$ cat src/rtl/std_sram_pkg.sv
// rtl/std_sram_pkg.sv - shared types, constants and helpers for the standard SRAM initiator
// Purpose: READ_LATENCY legal values, request opcode type, initiator state encoding,
//          credit-counter width helper.
// Ports:   none (package).
package std_sram_pkg;

  // Legal READ_LATENCY values: bare macro, or macro followed by an output DFF.
  localparam int SRAM_RL_BARE = 1;
  localparam int SRAM_RL_DFF  = 2;

  // Request opcode as carried on req_we.
  typedef enum logic {
    REQ_READ  = 1'b0,
    REQ_WRITE = 1'b1
  } req_op_e;

  // Issue-side state: OFF right after reset, OPEN accepting requests,
  // HOLD repeating the last read so the output DFF captures it.
  typedef enum logic [1:0] {
    ST_OFF  = 2'd0,
    ST_OPEN = 2'd1,
    ST_HOLD = 2'd2
  } init_state_e;

  // Width of a counter that must represent 0..depth inclusive.
  function automatic int crd_width(input int depth);
    return $clog2(depth + 1);
  endfunction

endpackage

$ cat src/rtl/std_fifo_sync.sv
// rtl/std_fifo_sync.sv - single-clock response FIFO
// Purpose: DATA_WIDTH x DEPTH first-word-fall-through FIFO, DEPTH a power of 2 (>= 2).
// Ports:   clk, aresetn (async, active-low)
//          push, push_data   - write side
//          pop, pop_data     - read side, pop_data shows the head entry
//          empty             - no entry stored
// A push into a full FIFO without a simultaneous pop is flagged by an assertion.
module std_fifo_sync #(
  parameter int DATA_WIDTH = 1,
  parameter int DEPTH      = 2
) (
  input  logic                  clk,
  input  logic                  aresetn,
  input  logic                  push,
  input  logic [DATA_WIDTH-1:0] push_data,
  input  logic                  pop,
  output logic [DATA_WIDTH-1:0] pop_data,
  output logic                  empty
);

  localparam int PW = $clog2(DEPTH);

  logic [DATA_WIDTH-1:0] mem [DEPTH];
  logic [PW:0]           wr_ptr;
  logic [PW:0]           rd_ptr;
  logic                  full;
  logic                  do_push;
  logic                  do_pop;

  // Extra pointer bit distinguishes full from empty when the indices match.
  assign empty    = (wr_ptr == rd_ptr);
  assign full     = (wr_ptr[PW] != rd_ptr[PW]) && (wr_ptr[PW-1:0] == rd_ptr[PW-1:0]);
  assign do_pop   = pop & ~empty;
  assign do_push  = push & (~full | do_pop);
  assign pop_data = mem[rd_ptr[PW-1:0]];

  always_ff @(posedge clk or negedge aresetn) begin
    if (!aresetn) begin
      wr_ptr <= '0;
      rd_ptr <= '0;
      for (int i = 0; i < DEPTH; i++) begin
        mem[i] <= '0;
      end
    end else begin
      if (do_push) begin
        mem[wr_ptr[PW-1:0]] <= push_data;
        wr_ptr              <= wr_ptr + (PW+1)'(1);
      end
      if (do_pop) begin
        rd_ptr <= rd_ptr + (PW+1)'(1);
      end
    end
  end

  a_no_overflow: assert property (@(posedge clk) disable iff (!aresetn) !(push && full && !pop));

endmodule

$ cat src/rtl/std_sram_singleport_initiator.sv
// rtl/std_sram_singleport_initiator.sv - credit-based request/response initiator for a single-port SRAM
// Purpose: turns valid/ready requests into SRAM port cycles and returns read data in order
//          through a response FIFO; credits guarantee the FIFO never overflows.
// Ports:   clk, aresetn (async, active-low)
//          req_valid/req_ready/req_we/req_addr/req_wdata - request channel
//          rsp_valid/rsp_ready/rsp_rdata                 - read response channel
//          sram_en/sram_we/sram_addr/sram_din/sram_dout  - SRAM port
//          busy - a read is in flight or a response is buffered
// Option:  STD_SRAM_INITIATOR_RSP_BYPASS_EN - when defined, arriving read data skips an empty
//          FIFO and drives rsp_valid/rsp_rdata combinationally.
module std_sram_singleport_initiator
  import std_sram_pkg::*;
#(
  parameter int ADDR_WIDTH   = 1,
  parameter int DATA_WIDTH   = 1,
  parameter int READ_LATENCY = 2,
  parameter int RSP_DEPTH    = 2
) (
  input  logic                  clk,
  input  logic                  aresetn,
  input  logic                  req_valid,
  output logic                  req_ready,
  input  logic                  req_we,
  input  logic [ADDR_WIDTH-1:0] req_addr,
  input  logic [DATA_WIDTH-1:0] req_wdata,
  output logic                  rsp_valid,
  input  logic                  rsp_ready,
  output logic [DATA_WIDTH-1:0] rsp_rdata,
  output logic                  sram_en,
  output logic                  sram_we,
  output logic [ADDR_WIDTH-1:0] sram_addr,
  output logic [DATA_WIDTH-1:0] sram_din,
  input  logic [DATA_WIDTH-1:0] sram_dout,
  output logic                  busy
);

  localparam int CW      = crd_width(RSP_DEPTH);
  localparam bit HOLD_EN = (READ_LATENCY == SRAM_RL_DFF);

  init_state_e             state;
  init_state_e             state_nxt;
  logic [CW-1:0]           crd;
  logic [READ_LATENCY-1:0] vld_sr;
  logic [ADDR_WIDTH-1:0]   last_raddr;
  logic                    acc;
  logic                    rd_acc;
  logic                    rsp_hs;
  logic                    arrive;
  logic                    fifo_push;
  logic                    fifo_pop;
  logic                    fifo_empty;
  logic [DATA_WIDTH-1:0]   fifo_rdata;

  always_ff @(posedge clk or negedge aresetn) begin
    if (!aresetn) begin
      state <= ST_OFF;
    end else begin
      state <= state_nxt;
    end
  end

  // req_ready depends only on state and crd, never on the request itself.
  always_comb begin
    state_nxt = state;
    req_ready = 1'b0;
    acc       = 1'b0;
    sram_en   = 1'b0;
    sram_we   = 1'b0;
    sram_addr = '0;
    sram_din  = '0;
    case (state)
      ST_OFF: begin
        state_nxt = ST_OPEN;
      end
      ST_OPEN: begin
        req_ready = (crd != '0);
        acc       = req_valid & req_ready;
        sram_en   = acc;
        sram_we   = req_we;
        sram_addr = req_addr;
        sram_din  = req_wdata;
        if (HOLD_EN && acc && (req_op_e'(req_we) == REQ_READ)) begin
          state_nxt = ST_HOLD;
        end
      end
      ST_HOLD: begin
        // Re-read the same word so the output DFF sees en & ~we on its capture edge.
        sram_en   = 1'b1;
        sram_we   = 1'b0;
        sram_addr = last_raddr;
        state_nxt = ST_OPEN;
      end
      default: begin
        state_nxt = ST_OFF;
      end
    endcase
  end

  assign rd_acc = acc & (req_op_e'(req_we) == REQ_READ);
  assign rsp_hs = rsp_valid & rsp_ready;

  always_ff @(posedge clk or negedge aresetn) begin
    if (!aresetn) begin
      last_raddr <= '0;
    end else if (rd_acc) begin
      last_raddr <= req_addr;
    end
  end

  // One credit per buffered-or-in-flight read; writes are free.
  always_ff @(posedge clk or negedge aresetn) begin
    if (!aresetn) begin
      crd <= CW'(RSP_DEPTH);
    end else if (rd_acc && !rsp_hs) begin
      crd <= crd - CW'(1);
    end else if (!rd_acc && rsp_hs) begin
      crd <= crd + CW'(1);
    end
  end

  // Read-in-flight tracker; the last stage marks sram_dout as valid.
  always_ff @(posedge clk or negedge aresetn) begin
    if (!aresetn) begin
      vld_sr <= '0;
    end else begin
      vld_sr[0] <= rd_acc;
      for (int i = 1; i < READ_LATENCY; i++) begin
        vld_sr[i] <= vld_sr[i-1];
      end
    end
  end

  assign arrive = vld_sr[READ_LATENCY-1];

`ifdef STD_SRAM_INITIATOR_RSP_BYPASS_EN
  logic byp;

  // Empty FIFO: present arriving data directly; if taken now, it never enters the FIFO.
  assign byp       = fifo_empty & arrive;
  assign rsp_valid = ~fifo_empty | arrive;
  assign rsp_rdata = byp ? sram_dout : fifo_rdata;
  assign fifo_push = arrive & ~(byp & rsp_ready);
  assign fifo_pop  = ~fifo_empty & rsp_ready;
`else
  assign rsp_valid = ~fifo_empty;
  assign rsp_rdata = fifo_rdata;
  assign fifo_push = arrive;
  assign fifo_pop  = rsp_hs;
`endif

  std_fifo_sync #(
    .DATA_WIDTH (DATA_WIDTH),
    .DEPTH      (RSP_DEPTH)
  ) u_rsp_fifo (
    .clk       (clk),
    .aresetn   (aresetn),
    .push      (fifo_push),
    .push_data (sram_dout),
    .pop       (fifo_pop),
    .pop_data  (fifo_rdata),
    .empty     (fifo_empty)
  );

  assign busy = (|vld_sr) | ~fifo_empty;

endmodule

$ cat config.mk
export PLATFORM = sky130hd
export DESIGN_NAME = std_sram_singleport_initiator
export DESIGN_NICKNAME = d
export VERILOG_FILES = /design/src/rtl/std_sram_pkg.sv /design/src/rtl/std_fifo_sync.sv /design/src/rtl/std_sram_singleport_initiator.sv
export SDC_FILE = /design/constraint.sdc
export NUM_CORES = 1
export LEC_CHECK = 0
export CORE_MARGIN = 2
export CORE_UTILIZATION = 48
export DETAILED_ROUTE_END_ITERATION = 10
export PLACE_DENSITY = 0.74
export SLEW_MARGIN = 25
export SYNTH_ARGS = -nofsm -noshare
export SYNTH_HDL_FRONTEND = slang
export SYNTH_HIERARCHICAL = 1
export SYNTH_SLANG_ARGS = --single-unit
$ cat constraint.sdc
create_clock -name clk -period 1.9 [get_ports clk]
set_input_delay 0.19 -clock clk [delete_from_list [all_inputs] [get_ports clk]]
set_output_delay 0.19 -clock clk [all_outputs]
set_load 0.03 [all_outputs]
== Word-level counts from Yosys, hierarchy flattened ==
Index checks and enable logic that the tools add are counted.
Operators by class
  muxes and demuxes: 16
  equality and inequality tests: 6
  bitwise logic cells: 12
  reduce and logical (&&, ||, !) cells: 12
  $add $sub $neg: 4
  order comparisons: 3
Operators by type and width (number)
  1-bit 2-to-1 mux: 8
  2-bit by 1-bit adder with 2-bit output (second input constant): 3
  2-bit 2-to-1 mux: 3
  1-bit bitwise AND: 5
  1-bit logical AND: 5
  2-bit greater-or-equal comparator (second input constant): 2
  1-bit inverter with 2-bit output: 2
  1-bit one-hot mux with 2 select lines: 2
  2-bit one-hot mux with 2 select lines: 1
  2-bit nonzero test: 2
  2-bit OR reduction: 2
  1-bit inverter: 3
  2-bit bitwise mux: 1
  2-bit by 1-bit == test with 1-bit output (second input constant): 1
  2-bit == test: 1
  2-bit == test (second input constant): 1
  1-bit zero test: 2
  2-bit zero test: 1
  2-bit by 1-bit < comparator with 1-bit output (second input constant): 1
  2-bit != test (second input constant): 1
  1-bit bitwise OR: 2
  2-bit by 1-bit subtractor with 2-bit output (second input constant): 1
  1-bit demux with 1-bit select: 1
  1-bit == test: 1
  1-bit != test: 1
Storage, ports and cells
  bits in registers: 13
  input bits: 8
  output and inout bits: 8

== Longest topological paths before layout ==
Gate-level depths: netlist of run 1.
  depth in word-level cells: 8
  depth in mapped cells: 9
  mapped depth without buffers: 8

== Cells and area by module ==
The synthesis of run 1 kept the hierarchy.
By module, submodules not included
  std_sram_singleport_initiator: instances 1, cells each 38, sequential area each 176.4 µm², area an instance 426.7 µm²
  std_fifo_sync: instances 1, cells each 32, sequential area each 150.1 µm², area an instance 336.6 µm²

== Least setup slack after synthesis of run 1 ==
No wires, ideal clock.
  path type: register -> register
  from: register u_rsp_fifo.wr_ptr[0]
  to: register u_rsp_fifo/mem[0] (netlist name)
  setup time: 0.128 ns
  data required time: 1.772 ns
  stages on the path, launching flop included: 10
  path buffers: 1
  arrival time: 1.678 ns
  path slack: 0.095 ns
  path through: dfrtp_1 clkbuf_1 xor2_1 nor2_1 inv_2 nand2_1 inv_1 nor2b_1 a21oi_1 mux2_1
Between the ends
  word-level cells in the longest chain between the ends: 6
Ends and longest elaborated chain
  from (decl): RTL line std_fifo_sync.sv:24  | logic [PW:0] wr_ptr;
  from (signal assigned): RTL line std_fifo_sync.sv:47  | wr_ptr <= wr_ptr + (PW+1)'(1);
  2-bit == test: RTL line std_fifo_sync.sv:31  | assign empty = (wr_ptr == rd_ptr);
  named net fifo_empty: RTL line std_sram_singleport_initiator.sv:51  | logic fifo_empty;
  1-bit inverter: RTL line std_sram_singleport_initiator.sv:145  | assign rsp_valid = ~fifo_empty;
  named net rsp_valid: RTL line std_sram_singleport_initiator.sv:26  | output logic rsp_valid,
  1-bit bitwise AND: RTL line std_sram_singleport_initiator.sv:100  | assign rsp_hs = rsp_valid & rsp_ready;
  named net fifo_pop: RTL line std_sram_singleport_initiator.sv:50  | logic fifo_pop;
  1-bit bitwise AND: RTL line std_fifo_sync.sv:33  | assign do_pop = pop & ~empty;
  1-bit bitwise OR: RTL line std_fifo_sync.sv:34  | assign do_push = push & (~full | do_pop);
  1-bit bitwise AND: RTL line std_fifo_sync.sv:34
  to (signal, indexed assignment): RTL line std_fifo_sync.sv:46  | mem[wr_ptr[PW-1:0]] <= push_data;
  to (decl): RTL line std_fifo_sync.sv:23  | logic [DATA_WIDTH-1:0] mem [DEPTH];
The timed path passes the listed nets, and every way through them passes these cells.
A chain may end at the register's enable or synchronous reset.

== Final worst setup path of run 1 ==
  from: register u_rsp_fifo.rd_ptr[1]
  to: register u_rsp_fifo/mem[1] (netlist name)
Between the ends
  word-level cells in the longest chain between the ends: 6
Ends and longest elaborated chain
  from (decl): RTL line std_fifo_sync.sv:25  | logic [PW:0] rd_ptr;
  from (signal assigned): RTL line std_fifo_sync.sv:50  | rd_ptr <= rd_ptr + (PW+1)'(1);
  2-bit == test: RTL line std_fifo_sync.sv:31
  named net fifo_empty: RTL line std_sram_singleport_initiator.sv:51
  1-bit inverter: RTL line std_sram_singleport_initiator.sv:145
  1-bit bitwise AND: RTL line std_sram_singleport_initiator.sv:100
  named net fifo_pop: RTL line std_sram_singleport_initiator.sv:50
  1-bit bitwise AND: RTL line std_fifo_sync.sv:33
  1-bit bitwise OR: RTL line std_fifo_sync.sv:34
  1-bit bitwise AND: RTL line std_fifo_sync.sv:34
The timed path passes the listed nets, and every way through them passes these cells.

==> impl_metrics.csv, run 1 <==
group,metric,value,unit
synthesis,yosysWarnings,6,
floorplan,die_h,43.9,um
synthesis,synth-xor-area-share,6.89,%
critical_path,startpoint_type,"flop",
worst_hold_path,hp-class,"in2async",
synthesis,synthesis.instances,70,
power_and_ir_drop,p_leak,0.468,nW
run,drv_cap,0,
timing,finalSetupTns,0,ps
synthesis,synthMuxAreaShare,10.2,%
timing,finalCritPeriodShare,93.2,%
floorplan,core.rowCount,14,
floorplan,dieArea,0.00193,mm2
critical_path,r2r_end,"u_rsp_fifo/mem[1]",
floorplan,coreArea,0.00151,mm2
floorplan,ios,16,
cells_and_area,nets,110,
floorplan,die_w,43.9,um
clock_tree,clock-root-buffer,"clkbuf_4",
timing,fmax,0.565,GHz
grt,grt_pass1_vias,563,
synthesis,synth_edf_count,0,
timing,maxSlewViolCount,0,
cells_and_area,antenna_cells,0,
clock_tree,numCtsBuffers,3,
critical_path,critPathArrivalTime,1940,ps
timing,relSlewSlack,61.5,%
placement,port_buffers,15,
power_and_ir_drop,p_per_area,1890,mW/mm2
critical_path,critPathMaxFanout,3,
timing,tightest_slew,576,ps
critical_path,r2r_cells,8,
critical_path,timing_worst_setup_path_type,"reg2reg",
clock_tree,worstSkewPairLatency,280,ps
grt,grt_first_pass_wirelength,2440,um
critical_path,r2r_setup_slack,130,ps
grt,overflow,0,
timing,rsz0062_at_grt,"false",
synthesis,synth_top_family_by_area,"compound AO/OA/AOI/OAI gates",
power_and_ir_drop,worst_ir_drop_vdd,0.000997,V
cells_and_area,syn_to_final_growth,32.0,%
drt,totalWireLength,1410,um
cells_and_area,drive_above_1_share,26.3,%
clock_tree,cts.clk_slew.worst_paths,80,ps
synthesis,synth.net_count,84,
placement,gp_congestion,0.771,
timing,final.min_clock_period,1770,ps
synthesis,synth_ff_type,"dfrtp_1",
grt,grt_max_degree,14,
clock_tree,cts_tree,"built",
grt,track_usage,18.0,%
drt,wl_per_cell,12.7,um
drt,firstDrtPassIters,4,
outcome,status,"finished clean",
clock_tree,cts.path.max_buffers,2,
synthesis,synth_compound_area_share,14.6,%
drt,final_antenna_net_count,0,
synthesis,avgSynthCellArea,10.9,um2
critical_path,cp-end-kind,"flop",
synthesis,syn-cell-area,763,um2
drt,first_iter_violations,12,
synthesis,yosysSeqAreaShare,42.8,%
floorplan,initial_core_util,50.7,%
drt,vias_per_cell,5.21,
critical_path,critPathRequiredTime,2070,ps
drt,dr_total_vias,578,
synthesis,synth_seq_cells,13,
timing,hold_ws,271,ps
drt,post-route-drc-count,0,
synthesis,ys_async_sr_fraction,100,%
synthesis,synth_cell_types,33,
timing,finClkSkew,2.48,ps
timing,finalSetupViolations,0,
synthesis,yosys.area_share.simple,12.1,%
synthesis,synth_fa_ha_area_share,9.84,%
clock_tree,h-tree-depth,1,
timing,hold_viol_final,0,
placement,dp_hpwl,1100,um
critical_path,regToRegStartpoint,"u_rsp_fifo/rd_ptr[1]",
clock_tree,cts.sinks,13,
grt,antenna_found_initial,0,
## metrics by stage
stage	area [um2]	utilization, %	total power (W)	instances	setup WS (ps)
6_report	1010	66.9	0.00190	111	129
5_1_grt	1010	66.9	0.00206	111	24.5
4_1_cts	1000	66.5	0.00191	111	17.3
3_5_place_dp	982	65.2	0.00179	107	22.2
3_3_place_gp	982	65.2	0.00176	107	49.4
2_1_floorplan	763	-	0.00133	70	94.6
## state kept, by name, indices dropped and copies added, names as in the netlist
register / flops
last_raddr: 1
u_rsp_fifo/rd_ptr: 2
u_rsp_fifo/wr_ptr: 2
crd: 2
state: 2
u_rsp_fifo/mem: 2
vld_sr: 2
## cells in the final DEF (no fill, tap or decap), types with 2 or more instances in the layout
master / instances
dfrtp_1: 12
buf_4: 9
clkdlybuf4s50_1: 7
ha_1: 5
dlygate4sd2_1: 5
inv_1: 4
a21oi_1: 4
mux2_1: 4
nand2_1: 3
xnor2_1: 3
nor2_1: 3
xor2_1: 3
clkbuf_4: 3
nor2b_1: 2
and2_1: 2
mux2_2: 2
## where the power goes
part           total [W]  switching, W  internal (W)
Combinational    0.00121      0.000659      0.000548
Clock           0.000173     0.0000915     0.0000816
Sequential      0.000521      0.000106      0.000415
Total            0.00190      0.000857       0.00104
## worst max-delay path, cell delays in order, from the launching register on
cell	delay [ps]
dfrtp_1	390
xor2_1	180
nor2_1	130
inv_2	40
buf_4	130
nand2_1	80
inv_1	80
o311ai_2	270
mux2_1	360
## cell usage after synthesis (2+ instances only)
cell type   n  share of area (%)
mux2_1      4                5.9
mux2_2      2                3.0
inv_1       4                2.0
xnor2_1     3                3.4
nor2b_1     3                2.5
and2_1      2                1.6
dfrtp_1    12                 39
xor2_1      3                3.4
nor2_1      3                1.5
ha_1        6                9.8
a21oi_1     4                2.6
nand2_1     3                1.5
## metal layers
metal | vias up | track usage [%] | share of wire, %
met5 | - | 0 | 0
met4 | 0 | 9.09 | 1.6
met3 | 4 | 6.25 | 6.0
met2 | 14 | 24.7 | 44
met1 | 269 | 25.0 | 48
li1 | 291 | - | -
## layout make-up
cell class	instances	area, um2
clock buffers	4	26.3
fillers	118	499
inverters	5	18.8
multi-input cells	50	424
flip-flops and latches	13	327
well taps	16	20.0
repair buffers	23	191
## kinds of logic (layout without fill, tap and decap cells)
logic type	count (synthesis)	after routing
simple gates	16	16
compound gates	15	15
flops	13	13
mux	7	7
buf+inv	7	32
fa+ha+maj	6	6
xor+xnor	6	6
## worst max path at each step
stage | start | end | depth (start not counted) | slack, ps
2_1_floorplan | u_rsp_fifo/wr_ptr[0] | u_rsp_fifo/mem[0] | 9 | 90
3_3_place_gp | u_rsp_fifo/rd_ptr[1] | busy | 5 | 50
3_5_place_dp | u_rsp_fifo/rd_ptr[1] | busy | 5 | 20
4_1_cts | u_rsp_fifo/rd_ptr[1] | busy | 5 | 20
5_1_grt | u_rsp_fifo/rd_ptr[1] | u_rsp_fifo/mem[1] | 8 | 20
6_report | u_rsp_fifo/rd_ptr[1] | u_rsp_fifo/mem[1] | 8 | 130
## repair_timing
item / in CTS / in global routing
buffers inserted: 0 / 0
endpoints found under the setup margin: 7 / 8
resized for setup: 9 / 7
hold buffers: 0 / 0
hold endpoints to repair: 0 / 0
Power figures use the tool's default switching activity.
==> run 2: changes to the inputs <==
--- a/config.mk
+++ b/config.mk
@@ -5,11 +5,12 @@
 export SDC_FILE = /design/constraint.sdc
 export NUM_CORES = 1
 export LEC_CHECK = 0
+export ABC_CLOCK_PERIOD_IN_PS = 1900
 export CORE_MARGIN = 2
 export CORE_UTILIZATION = 48
 export DETAILED_ROUTE_END_ITERATION = 10
 export PLACE_DENSITY = 0.74
-export SLEW_MARGIN = 25
+export SLEW_MARGIN = 20
 export SYNTH_ARGS = -nofsm -noshare
 export SYNTH_HDL_FRONTEND = slang
 export SYNTH_HIERARCHICAL = 1
==> results of run 2 <==
No change in the layout: final DEF, timing and power equal those of run 1.
